--- src/rtl/outer_out_adapter_fifo.sv ---
// Hub-to-outer output adapter: one framed transfer per command, buffered
// through a DEPTH-entry FWFT FIFO, with a per-transfer completion report.
module outer_out_adapter_fifo #(
  parameter int W        = 64,
  parameter int LEN_BITS = 15,
  parameter int DEPTH    = 4
) (
  input  logic                clk,
  input  logic                rst,
  input  logic [LEN_BITS-1:0] cmd,
  input  logic                cmd_isReady,
  output logic                cmd_canReceive,
  input  logic [W-1:0]        h__out,
  input  logic                h__out_isReady,
  output logic                h__out_canReceive,
  output logic                h__out_isLast_in,
  input  logic                h__out_isLast_out,
  output logic [W-1:0]        o__out,
  output logic                o__out_isReady,
  input  logic                o__out_canReceive,
  output logic                o__out_isLast,
  output logic                stat_isReady,
  output logic [LEN_BITS-1:0] stat_count,
  output logic                stat_early
);

  localparam int AW = $clog2(DEPTH);

  typedef enum logic [1:0] {
    IDLE,
    RUN_CNT,
    RUN_AUTO,
    DRAIN
  } state_t;

  state_t              r_state;
  state_t              w_next;
  logic [W:0]          r_mem [DEPTH];
  logic [AW:0]         r_wptr;
  logic [AW:0]         r_rptr;
  logic [LEN_BITS-1:0] r_rem;
  logic [LEN_BITS-1:0] r_count;
  logic                r_early;

  logic       w_empty;
  logic       w_full;
  logic       w_run;
  logic       w_push;
  logic       w_pop;
  logic       w_cmd_acc;
  logic       w_cnt_last;
  logic       w_last_word;
  logic       w_done;
  logic [W:0] w_head;

  assign w_empty = (r_wptr == r_rptr);
  assign w_full  = (r_wptr[AW] != r_rptr[AW]) &&
                   (r_wptr[AW-1:0] == r_rptr[AW-1:0]);
  assign w_head  = r_mem[r_rptr[AW-1:0]];

  assign w_run      = (r_state == RUN_CNT) || (r_state == RUN_AUTO);
  assign w_push     = w_run && !w_full && !rst && h__out_isReady;
  assign w_pop      = !w_empty && !rst && o__out_canReceive;
  assign w_cmd_acc  = (r_state == IDLE) && !rst && cmd_isReady;
  assign w_cnt_last = (r_state == RUN_CNT) && (r_rem == LEN_BITS'(1));
  assign w_done     = (r_state == DRAIN) && w_pop && w_head[W];

  // The final word is either the counted one or the one the hub flags.
  assign w_last_word = w_cnt_last || h__out_isLast_out;

  always_comb begin
    w_next = r_state;
    unique case (r_state)
      IDLE: begin
        if (w_cmd_acc)
          w_next = (cmd != '0) ? RUN_CNT : RUN_AUTO;
      end
      RUN_CNT, RUN_AUTO: begin
        if (w_push && w_last_word)
          w_next = DRAIN;
      end
      DRAIN: begin
        if (w_done)
          w_next = IDLE;
      end
      default: w_next = IDLE;
    endcase
  end

  always_ff @(posedge clk) begin
    if (rst) begin
      r_state <= IDLE;
      r_wptr  <= '0;
      r_rptr  <= '0;
      r_rem   <= '0;
      r_count <= '0;
      r_early <= 1'b0;
    end else begin
      r_state <= w_next;
      if (w_push)
        r_wptr <= r_wptr + 1'b1;
      if (w_pop)
        r_rptr <= r_rptr + 1'b1;
      if (w_cmd_acc) begin
        r_rem   <= cmd;
        r_count <= '0;
        r_early <= 1'b0;
      end
      if (w_push) begin
        r_count <= r_count + LEN_BITS'(1);
        if (r_state == RUN_CNT)
          r_rem <= r_rem - LEN_BITS'(1);
        if (w_last_word)
          r_early <= (r_state == RUN_CNT) && !w_cnt_last;
      end
    end
  end

  always_ff @(posedge clk) begin
    if (w_push)
      r_mem[r_wptr[AW-1:0]] <= {w_last_word, h__out};
  end

  assign cmd_canReceive    = (r_state == IDLE) && !rst;
  assign h__out_canReceive = w_run && !w_full && !rst;
  assign h__out_isLast_in  = w_cnt_last && !rst;
  assign o__out_isReady    = !w_empty && !rst;
  assign o__out            = o__out_isReady ? w_head[W-1:0] : '0;
  assign o__out_isLast     = o__out_isReady && w_head[W];
  assign stat_isReady      = w_done;
  assign stat_count        = w_done ? r_count : '0;
  assign stat_early        = w_done && r_early;

endmodule

--- config.mk ---
export PLATFORM = sky130hd
export DESIGN_NAME = outer_out_adapter_fifo
export DESIGN_NICKNAME = d
export VERILOG_FILES = /design/src/rtl/outer_out_adapter_fifo.sv
export SDC_FILE = /design/constraint.sdc
export NUM_CORES = 1
export LEC_CHECK = 0
export ABC_AREA = 1
export BUFFER_PORTS_ARGS = -buffer_cell sky130_fd_sc_hd__clkbuf_2
export CAP_MARGIN = 40
export CORE_MARGIN = 2
export CORE_UTILIZATION = 55
export DETAILED_ROUTE_END_ITERATION = 8
export PLACE_DENSITY = 0.77
export SYNTH_ARGS = -nofsm -noshare
export SYNTH_HDL_FRONTEND = slang
export SYNTH_SLANG_ARGS = --single-unit
--- constraint.sdc ---
create_clock -name clk -period 12.71 [get_ports clk]
set_input_delay 1.271 -clock clk [delete_from_list [all_inputs] [get_ports clk]]
set_output_delay 1.271 -clock clk [all_outputs]
set_load 0.1 [all_outputs]
==> qor.log <==
qor: status.outcome finished clean
qor: floorplanning.floorplan.initialDensity 0.558
qor: global_route.grt_antenna_before_repair 1
qor: cts.clock_slew_at_reported_path_ffs 0.06 ns
qor: power.worst_ir_drop_vdd 0.162 mV
qor: yosys.synthDominantCellAreaShare 0.620
qor: yosys.synth.net_count 1,278
qor: worst_setup_path.worst_r2r_endpoint r_mem[3][35]
qor: final_layout.final_nets 1,429
qor: hold_path.worstHoldEndpoint r_count[14]
qor: worst_setup_path.r2r.worst_path.cells 7
qor: yosys.ff_latch_count_synth 301
qor: yosys.synth_area_leaders sky130_fd_sc_hd__edfxtp_1 62%, sky130_fd_sc_hd__nor2_1 9.4%, sky130_fd_sc_hd__o21ai_0 6.8%, sky130_fd_sc_hd__dfxtp_1 6.5%, sky130_fd_sc_hd__a21oi_1 3.6%
qor: sta.fin_crit 5.30 ns
qor: worst_setup_path.worst_ep_arrival_time 4.03 ns
qor: final_layout.drive_above_1_share 0.180
qor: floorplanning.floorplan.die_area 24,100 sq um
qor: cts.master_cell_of_the_clock_root_buffer sky130_fd_sc_hd__clkbuf_16
qor: yosys.synth.cell_area 12,600 sq um
qor: sta.fmaxAchievable 189 MHz
qor: worst_setup_path.cp.required 11.44 ns
qor: yosys.ys.warnings.count 0
qor: cts.postCtsSetupBuffers 0
qor: yosys.synth.largest_area_cell sky130_fd_sc_hd__edfxtp_1
qor: hold_path.hp-class flop to flop
qor: hold_path.worstHoldStart r_count[14]
qor: place.place.gp.congestion 0.850
qor: cts.hold_fix_buffer_count_after_cts 0
qor: sta.unrepaired_setup_endpoints_after_global_routing no
qor: route.detail_route.first_pass.iterations 5
qor: sta.timing.final.max_slew_violations 0
qor: worst_setup_path.largest_fanout_of_any_net_on_the_critical_path 34
qor: yosys.synthSimpleGateAreaFrac 0.143
qor: global_route.grt_pass1_wl 42.3 mm
qor: floorplanning.site_rows 55
qor: worst_setup_path.cp-start-kind primary input
qor: route.finalWirelength 27.5 mm
qor: global_route.overflow 0
qor: sta.fin_setup_tns 0 ns
qor: place.dp.final_hpwl 16.5 mm
qor: sta.clock-skew-final 0.0250 ns
qor: final_layout.syn2layout_area_growth 17.0%
qor: cts.ctsResizeCount 0
qor: route.vias_per_cell 5.43
qor: cts.cts.path.max_buffers 3
qor: sta.fin_worst_hold_slack 0.468 ns
qor: final_layout.leading_cell_type_in_the_layout_fill_and_taps_excluded sky130_fd_sc_hd__nor2_1
qor: yosys.post_synth_fa_ha_maj_area_fraction 0.0119
qor: yosys.synth.yosys.seq_area_share 0.686
qor: route.drc_errors 0
qor: cts.cts-buffers-inserted 30
qor: floorplanning.die_width 155 microns
qor: global_route.via_count_of_the_first_global_routing_pass 8,208
qor: yosys.synth_xor_xnor_area_share 0.00626
qor: hold_path.worst_hold_path.num_cells 2
qor: global_route.largest_net_degree_at_the_start_of_global_routing 89
qor: worst_setup_path.r2r_setup_slack 9.57 ns
qor: route.dr.first_iter.drc_count 854
qor: worst_setup_path.timing.setup.critical_path_class primary input to primary output
qor: global_route.groute.usage.overall 0.222
qor: floorplanning.ioPinCount 171
qor: sta.setup-violations-final 0
qor: sta.final-hold-violation-count 0
qor: worst_setup_path.endpoint_kind primary output
qor: yosys.main_combinational_cell_family_by_area_after_synthesis simple AND/OR/NAND/NOR gates
qor: yosys.compound_cell_area_share_of_the_yosys_netlist 0.111
qor: floorplanning.core_area 22,600 sq um
qor: cts.cts_num_sinks 301
qor: worst_setup_path.regToRegStartpoint r_state[0]
qor: floorplanning.die_height 155 microns
qor: power.pwr_density_cell 192 nW/um^2
qor: cts.clock_latency 0.55 ns
qor: power.total_leakage_power 5.56 nW
qor: sta.maxSlewHeadroom 0.427
qor: final_layout.final_cell_mix 311 x sky130_fd_sc_hd__nor2_1, 260 x sky130_fd_sc_hd__edfxtp_1, 171 x sky130_fd_sc_hd__o21ai_0
qor: yosys.synth_cells 1,181
qor: yosys.count_of_cell_types_in_the_netlist 34
qor: place.io_port_bufs 170
qor: job.drv.max_cap_violation_count 0
qor: yosys.postSynthAreaPerCell 10.7 sq um
qor: route.avgRoutedWirePerCell 16.7 microns
qor: sta.transition_time_at_the_pin_with_the_least_slew_margin 0.860 ns
qor: route.postRouteAntennaNets 0
qor: sta.finalCritPeriodShare 0.417
qor: route.dr_total_vias 8,918
qor: cts.h_tree_lvls 1
qor: yosys.synth.mux.area_fraction 0
qor: cts.cts_tree built
-- routing by layer --
metal | wire, microns | vias up | track usage | part of all wire
li1 | - | 4369 | - | -
met1 | 11600 | 4188 | 0.299 | 0.42
met2 | 13500 | 317 | 0.385 | 0.49
met3 | 1760 | 44 | 0.0292 | 0.064
met4 | 604 | 0 | 0.0599 | 0.022
met5 | 0 | - | 0 | 0
-- synthesized netlist by cell type, drive strengths merged --
cell	number
o31a	1
o211a	1
ha	12
nand3b	1
clkbuf	33
and3b	1
and3	2
xor2	4
nand4	4
nand3	25
edfxtp	260
xnor2	5
nor2	315
o22ai	1
o31ai	1
nand2	93
inv	68
o21a	1
a21oi	91
nor3	10
dfxtp	41
a31oi	5
o21ai	172
a211oi	1
or2	2
buf	30
nor3b	1
-- worst max-delay path, cell delays in order --
cell and delay, ns:
sky130_fd_sc_hd__clkbuf_2 0.23, sky130_fd_sc_hd__inv_1 0.70, sky130_fd_sc_hd__nand2_2 0.62, sky130_fd_sc_hd__buf_4 0.45, sky130_fd_sc_hd__a21oi_1 0.20, sky130_fd_sc_hd__clkbuf_2 0.49
-- sequential cells by signal, indices dropped and copies added (netlist names), named ones only --
signal / cells
r_rem: 15
r_count: 15
r_rptr: 3
r_state: 2
r_early: 1
r_mem: 260
r_wptr: 3
-- how the worst max path moves through the flow --
stage                     cells after the start  start     endpoint  slack (ns)
after floorplan                               5    rst  r_mem[0][0]        7.61
after global placement                        6    rst   o__out[36]        7.59
after detailed placement                      6    rst   o__out[16]        7.41
after CTS                                     6    rst   o__out[16]        7.42
after global routing                          6    rst   o__out[16]        7.23
final                                         6    rst   o__out[16]        7.41
-- cells by family after synthesis --
logic type | Yosys count
buffers and inverters | 131
XOR/XNOR | 9
flip-flops | 301
AO/OA/AOI/OAI | 274
AND/OR/NAND/NOR | 454
adder cells (fa/ha/maj) | 12
-- where the power goes --
part | switching [mW] | leakage [nW] | internal, mW | total (mW)
combinational | 0.631 | 2.38 | 0.154 | 0.785
sequential | 0.0289 | 2.68 | 1.13 | 1.15
clock | 0.352 | 0.502 | 0.541 | 0.893
-- per-stage QoR --
| stage | cells | utilization | total power, mW | worst slack (ns) | area, sq um |
|---|---|---|---|---|---|
| detailed placement | 1585 | 0.606 | 1.96 | 7.41 | 13700 |
| finish | 1643 | 0.652 | 2.83 | 7.41 | 14700 |
| global placement | 1582 | 0.603 | 1.94 | 7.59 | 13600 |
| global route | 1642 | 0.652 | 2.96 | 7.23 | 14700 |
| CTS | 1641 | 0.652 | 2.85 | 7.42 | 14700 |
| floorplan | 1181 | - | 1.80 | 7.61 | 12600 |
-- area by class of cell --
cell class                      count  area, sq um
Antenna cell                        2         5.00
Clock buffer                       43          881
Clock inverter                     13          144
Fill cell                        1777         7850
Inverter                           68          256
Multi-Input combinational cell    749         3460
Sequential cell                   301         8630
Tap cell                          285          357
Timing Repair Buffer              182          985
No activity file was read; power rests on OpenSTA's default activity.
